`src/rtl/systolic_mm_nxn.sv`:
```
// systolic_mm_nxn: NxN output-stationary systolic matrix multiplier, C = A(NxK) * B(KxN), K chosen per job.
// Define SA_SIGNED_EN for two's-complement operands; the default build treats operands as unsigned.
module systolic_mm_nxn #(
    parameter int unsigned N         = 4,
    parameter int unsigned DATAWIDTH = 8,
    parameter int unsigned KMAX      = 16,
    parameter int unsigned KW        = $clog2(KMAX + 1),
    parameter int unsigned ACCWIDTH  = 2 * DATAWIDTH + $clog2(KMAX)
) (
    input  logic                       CLK,
    input  logic                       RSTn,
    input  logic                       start,
    input  logic [KW-1:0]              k_len,
    input  logic                       in_valid,
    output logic                       in_ready,
    input  logic [N*DATAWIDTH-1:0]     a_col,
    input  logic [N*DATAWIDTH-1:0]     b_row,
    output logic                       busy,
    output logic                       done,
    output logic                       res_valid,
    output logic [N*N*ACCWIDTH-1:0]    res_data
);
    localparam int unsigned PW  = 2 * DATAWIDTH;
    localparam int unsigned DCW = $clog2(2 * N);

    typedef enum logic [1:0] {S_IDLE, S_LOAD, S_DRAIN, S_DONE} state_t;

    state_t         state;
    logic [KW-1:0]  k_lat;
    logic [KW-1:0]  beat_cnt;
    logic [DCW-1:0] drain_cnt;

    logic beat_acc_c;
    logic k_ok_c;
    logic job_go_c;

    logic [DATAWIDTH-1:0] a_q    [N];
    logic [DATAWIDTH-1:0] b_q    [N];
    logic [DATAWIDTH-1:0] a_edge [N];
    logic [DATAWIDTH-1:0] b_edge [N];
    logic [DATAWIDTH-1:0] a_op   [N][N];
    logic [DATAWIDTH-1:0] b_op   [N][N];
    logic [DATAWIDTH-1:0] a_r    [N][N-1];
    logic [DATAWIDTH-1:0] b_r    [N-1][N];
    logic [ACCWIDTH-1:0]  acc    [N][N];

    // Product widened to the accumulator; sign or zero extension picked by build option.
    function automatic logic [ACCWIDTH-1:0] mul_ext(input logic [DATAWIDTH-1:0] a,
                                                    input logic [DATAWIDTH-1:0] b);
`ifdef SA_SIGNED_EN
        logic signed [PW-1:0] p;
        p = PW'($signed(a)) * PW'($signed(b));
`else
        logic [PW-1:0] p;
        p = PW'(a) * PW'(b);
`endif
        return ACCWIDTH'(p);
    endfunction

    assign beat_acc_c = in_valid && in_ready;
    assign k_ok_c     = (k_len != '0) && (k_len <= KW'(KMAX));
    assign job_go_c   = (state == S_IDLE) && start && k_ok_c;

    // Job control and registered handshake outputs.
    always_ff @(posedge CLK or negedge RSTn) begin
        if (!RSTn) begin
            state     <= S_IDLE;
            in_ready  <= 1'b0;
            busy      <= 1'b0;
            done      <= 1'b0;
            res_valid <= 1'b0;
            res_data  <= '0;
            k_lat     <= '0;
            beat_cnt  <= '0;
            drain_cnt <= '0;
        end else begin
            done <= 1'b0;
            unique case (state)
                S_IDLE: begin
                    if (job_go_c) begin
                        state     <= S_LOAD;
                        k_lat     <= k_len;
                        beat_cnt  <= '0;
                        in_ready  <= 1'b1;
                        busy      <= 1'b1;
                        res_valid <= 1'b0;
                    end
                end
                S_LOAD: begin
                    if (beat_acc_c) begin
                        beat_cnt <= beat_cnt + KW'(1);
                        if (beat_cnt == k_lat - KW'(1)) begin
                            state     <= S_DRAIN;
                            in_ready  <= 1'b0;
                            drain_cnt <= '0;
                        end
                    end
                end
                S_DRAIN: begin
                    drain_cnt <= drain_cnt + DCW'(1);
                    if (drain_cnt == DCW'(2 * N - 2)) begin
                        state <= S_DONE;
                    end
                end
                S_DONE: begin
                    state     <= S_IDLE;
                    done      <= 1'b1;
                    res_valid <= 1'b1;
                    busy      <= 1'b0;
                    for (int i = 0; i < N; i++) begin
                        for (int j = 0; j < N; j++) begin
                            res_data[(i*N+j)*ACCWIDTH +: ACCWIDTH] <= acc[i][j];
                        end
                    end
                end
                default: state <= S_IDLE;
            endcase
        end
    end

    // Beat capture: cycles without an accepted beat feed zeros into the array.
    always_ff @(posedge CLK or negedge RSTn) begin
        if (!RSTn) begin
            for (int i = 0; i < N; i++) begin
                a_q[i] <= '0;
                b_q[i] <= '0;
            end
        end else begin
            for (int i = 0; i < N; i++) begin
                a_q[i] <= beat_acc_c ? a_col[i*DATAWIDTH +: DATAWIDTH] : '0;
                b_q[i] <= beat_acc_c ? b_row[i*DATAWIDTH +: DATAWIDTH] : '0;
            end
        end
    end

    // Input skew: lane g of A and of B delayed g cycles before entering the array edge.
    for (genvar g = 0; g < N; g++) begin : g_skew
        if (g == 0) begin : g_direct
            assign a_edge[g] = a_q[g];
            assign b_edge[g] = b_q[g];
        end else begin : g_delay
            logic [DATAWIDTH-1:0] a_sk [g];
            logic [DATAWIDTH-1:0] b_sk [g];

            always_ff @(posedge CLK or negedge RSTn) begin
                if (!RSTn) begin
                    for (int d = 0; d < g; d++) begin
                        a_sk[d] <= '0;
                        b_sk[d] <= '0;
                    end
                end else begin
                    a_sk[0] <= a_q[g];
                    b_sk[0] <= b_q[g];
                    for (int d = 1; d < g; d++) begin
                        a_sk[d] <= a_sk[d-1];
                        b_sk[d] <= b_sk[d-1];
                    end
                end
            end

            assign a_edge[g] = a_sk[g-1];
            assign b_edge[g] = b_sk[g-1];
        end
    end

    // Operands seen by each PE: array edge for the first row/column, neighbour register otherwise.
    always_comb begin
        a_op = '{default: '0};
        b_op = '{default: '0};
        for (int i = 0; i < N; i++) begin
            a_op[i][0] = a_edge[i];
            for (int j = 1; j < N; j++) begin
                a_op[i][j] = a_r[i][j-1];
            end
        end
        for (int j = 0; j < N; j++) begin
            b_op[0][j] = b_edge[j];
            for (int i = 1; i < N; i++) begin
                b_op[i][j] = b_r[i-1][j];
            end
        end
    end

    // PE grid: accumulate every cycle, pass a right and b down through one register each.
    always_ff @(posedge CLK or negedge RSTn) begin
        if (!RSTn) begin
            for (int i = 0; i < N; i++) begin
                for (int j = 0; j < N; j++) begin
                    acc[i][j] <= '0;
                end
                for (int j = 0; j < N - 1; j++) begin
                    a_r[i][j] <= '0;
                end
            end
            for (int i = 0; i < N - 1; i++) begin
                for (int j = 0; j < N; j++) begin
                    b_r[i][j] <= '0;
                end
            end
        end else begin
            for (int i = 0; i < N; i++) begin
                for (int j = 0; j < N; j++) begin
                    acc[i][j] <= job_go_c ? '0 : acc[i][j] + mul_ext(a_op[i][j], b_op[i][j]);
                end
                for (int j = 0; j < N - 1; j++) begin
                    a_r[i][j] <= a_op[i][j];
                end
            end
            for (int i = 0; i < N - 1; i++) begin
                for (int j = 0; j < N; j++) begin
                    b_r[i][j] <= b_op[i][j];
                end
            end
        end
    end

endmodule

```
`config.mk`:
```
export PLATFORM = sky130hd
export DESIGN_NAME = systolic_mm_nxn
export DESIGN_NICKNAME = d
export VERILOG_FILES = /design/src/rtl/systolic_mm_nxn.sv
export SDC_FILE = /design/constraint.sdc
export NUM_CORES = 2
export LEC_CHECK = 0
export CAP_MARGIN = 20
export CORE_MARGIN = 2
export CORE_UTILIZATION = 30
export CTS_BUF_LIST = sky130_fd_sc_hd__clkbuf_4 sky130_fd_sc_hd__clkbuf_8
export CTS_CLUSTER_SIZE = 28
export DETAILED_ROUTE_END_ITERATION = 7
export PLACE_DENSITY = 0.52
export SLEW_MARGIN = 20
export SYNTH_ARGS = -nofsm -noshare
export SYNTH_HDL_FRONTEND = slang
export SYNTH_SLANG_ARGS = --single-unit
```
`constraint.sdc`:
```
create_clock -name CLK -period 9.72 [get_ports CLK]
set_clock_uncertainty 0.05 [all_clocks]
set_input_delay 0.972 -clock CLK [delete_from_list [all_inputs] [get_ports CLK]]
set_output_delay 0.972 -clock CLK [all_outputs]
set_load 0.1 [all_outputs]
```
==> metrics.cfg <==
[logic_synthesis]
ys_top_cells_by_area = dfrtp_1 (34%), fa_1 (21%), ha_1 (11%), inv_1 (8.0%), and2_1 (4.9%)
ys_ff_latch = 1011
synthDominantCellAreaShare_pct = 33.5
yosysSeqAreaShare_pct = 33.5
synth-edff-count = 0
async_flop_share_pct = 100
ys_warn_count = 0
synth_area_mm2 = 0.0755
synth_top_cell_by_area = dfrtp_1
synthesis.nets = 8844
ys.flop_type = dfrtp_1
avgSynthCellArea_um2 = 10.3
syn_inst = 7307
synthDistinctLibCells = 74

[drt]
wl_met3_um = 6920
wl_met1_um = 90600
vias_per_cell = 4.51
drc = 0
drt-wirelength-per-cell_um = 17.6
first_pass_iters = 6
dr_wl_met2_um = 95900
vias = 50900
first_iter_violations = 2273
drt-total-wl_um = 199000
top_layer = met4
ant_nets = 0

[timing]
finalHoldViolations = 0
setup_viol = 0
drv_slew = 0
max_freq_mhz = 203
fin_crit_sh_pct = 50.7
worstMarginPinSlew_ps = 1160
min_period_ps = 4930
rsz0062_at_grt = false
tns_ps = 0
maxSlewHeadroom_pct = 22.6

[critical_path]
worstPathArrival_ps = 5730
endpoint_kind = register
cp_cell_sequence = nand2_1 -> fa_1 -> inv_1 -> fa_1 -> fa_1 -> inv_1 -> fa_1 -> inv_1 -> ha_1 -> o21a_1 -> o21ai_1 -> o31ai_4 -> a41oi_1 -> or4_1 -> nand2_1
critPathKind = register to register
crit_slowest_cell = dfrtp_1
required_ps = 10520
critPathBufInv = 3
crit_family = adder cells
crit_path_frequent_cell = fa_1
crit_path_max_incr_delay_ps = 630
start_kind = register
critPathMaxFanout = 9

[power]
pwr-share-clk_pct = 54.3
comb_power_share_pct = 1.4
ir_drop_mv = 0.123
p_leak_nw = 45.8
switching_share_pct = 23.2
p_sw_w = 0.00221
power_density_mw_per_mm2 = 108
seqPwrFrac_pct = 44.3
p_int_w = 0.00731

[cts]
cts_inserted_buffers = 200
cts_max_level = 4
clock_tree.buffer_depth = 3
postCtsResizedCells = 0
cts_tree = yes
cts_root_buffer = clkbuf_8
cts_sinks = 1011
clk_pin_slew_ps = 70
clock_latency_ps = 980

[floorplanning]
core_mm2 = 0.251
die_w_um = 506
floorplan.rows = 184
die_area_mm2 = 0.256
fp.dieH_um = 506
io_pins = 397
start_util_pct = 30.1

[finish]
final_cell_mix = inv_1 (1603), dfrtp_1 (1010), fa_1 (800), ha_1 (663), nand2_1 (630)
fin_cells = 11300
drive_gt1_share_pct = 9.84
nNetsFinal = 9319
layout_commonest_cell = inv_1
area_delta_synth_final_pct = 16.7

[global_route]
grt_pass1_vias = 55900
antenna_found_initial = 5
grt_pass1_wl_um = 320000
grt-ovfl-total = 0
grt_max_degree = 152
track_usage_pct = 15.9

[min_path]
min_path_type = register to register

[outcome]
status = finished, final reports clean

[placed_design]
routabilityCongestion = 0.848
dp.cells = 10900
io_buffers = 396
dpl.hpwl_um = 155000

[job]
cap_violations = 0

## stage by stage
step	utilization, %	total power (W)	cell area, um^2	setup WS, ps	hold slack [ps]
2_1_floorplan	-	0.00429	75500	5380	281
3_3_place_gp	33.2	0.00443	83300	4910	283
3_5_place_dp	33.2	0.00443	83300	4880	285
4_1_cts	35.1	0.00975	88100	4770	279
5_1_grt	35.1	0.00994	88100	4550	296
6_report	35.2	0.00952	88100	4790	274
## synthesized netlist by cell type (all sizes together) (7+ instances only)
cell type,number
o311a,9
fa,800
o21ai,136
a21oi,170
ha,664
o31ai,24
o21a,39
nand3,48
or3,19
nor2b,14
nor3,99
o211ai,28
nor2,270
xor2,63
a31oi,22
and2,595
nand2b,27
a22o,7
and3,124
nand2,630
o21bai,21
o311ai,7
buf,32
mux2i,21
or2,9
clkbuf,118
a32oi,9
a211oi,73
dfrtp,1011
a31o,15
inv,1603
mux2,323
xnor2,90
a21o,110
or4,7
a41oi,9
## what timing repair did
| action | in CTS | in global routing |
|---|---|---|
| endpoints found under the hold margin | 77 | 0 |
| buffers inserted | 0 | 0 |
| hold buffers | 1 | 0 |
## power groups by stage
stage	Clock [W]	Combinational, W	Sequential [W]
finish	0.00517	0.000133	0.00421
global route	0.00557	0.000156	0.00421
CTS	0.00540	0.000144	0.00421
detailed placement	0	0.000144	0.00429
global placement	0	0.000143	0.00429
floorplan	0	0.00000305	0.00429
## logic make-up after synthesis
kind of cell	synth area share [%]
mux	5.10
flops	33.5
fa+ha+maj	32.2
buf+inv	8.78
simple gates	12.3
xor+xnor	1.77
compound gates	6.32
## per-layer routing
metal	vias to the layer above	track usage, %
li1	23800	-
met1	26000	21.0
met2	844	26.8
met3	283	2.49
met4	0	4.54
met5	-	0
## sequential cells by signal (all words and copies together), names as in the netlist, 32 cells and up
name                 cells
b_op                    96
acc                    320
g_skew.g_delay.a_sk     32
res_data               320
a_op                    96
g_skew.g_delay.b_sk     32
## worst paths after layout
path                       depth (start not counted)  slack (ps)                       start                    endpoint
max in group asynchronous                          4        6890                        RSTn                res_data[85]
hold reg to reg                                    0         270  g_skew[3].g_delay.b_sk[21]  g_skew[3].g_delay.b_sk[13]
setup reg to reg                                  15        4790                    a_op[22]                     acc[56]
min in group asynchronous                          2         580                        RSTn               res_data[284]
hold / removal                                     0         270  g_skew[3].g_delay.b_sk[21]  g_skew[3].g_delay.b_sk[13]
setup / recovery                                  15        4790                    a_op[22]                     acc[56]
## layout make-up
cell class | count | area, um^2
clock inverter | 68 | 966
timing repair buffer | 423 | 4210
antenna | 6 | 15.0
sequential | 1011 | 25300
fill | 25200 | 163000
clock buffer | 302 | 3820
multi-input combinational | 4543 | 43600
inverter | 1603 | 6020
tap | 3348 | 4190
## worst register-to-register path: stages, from the launching register on
cell	delay, ps
dfrtp_1	630
nand2_1	150
fa_1	560
inv_1	60
fa_1	510
fa_1	490
inv_1	50
fa_1	490
inv_1	50
ha_1	390
o21a_1	160
o21ai_1	100
o31ai_4	420
a41oi_1	200
or4_1	440
nand2_1	80
(Power assumes the default switching activity.)
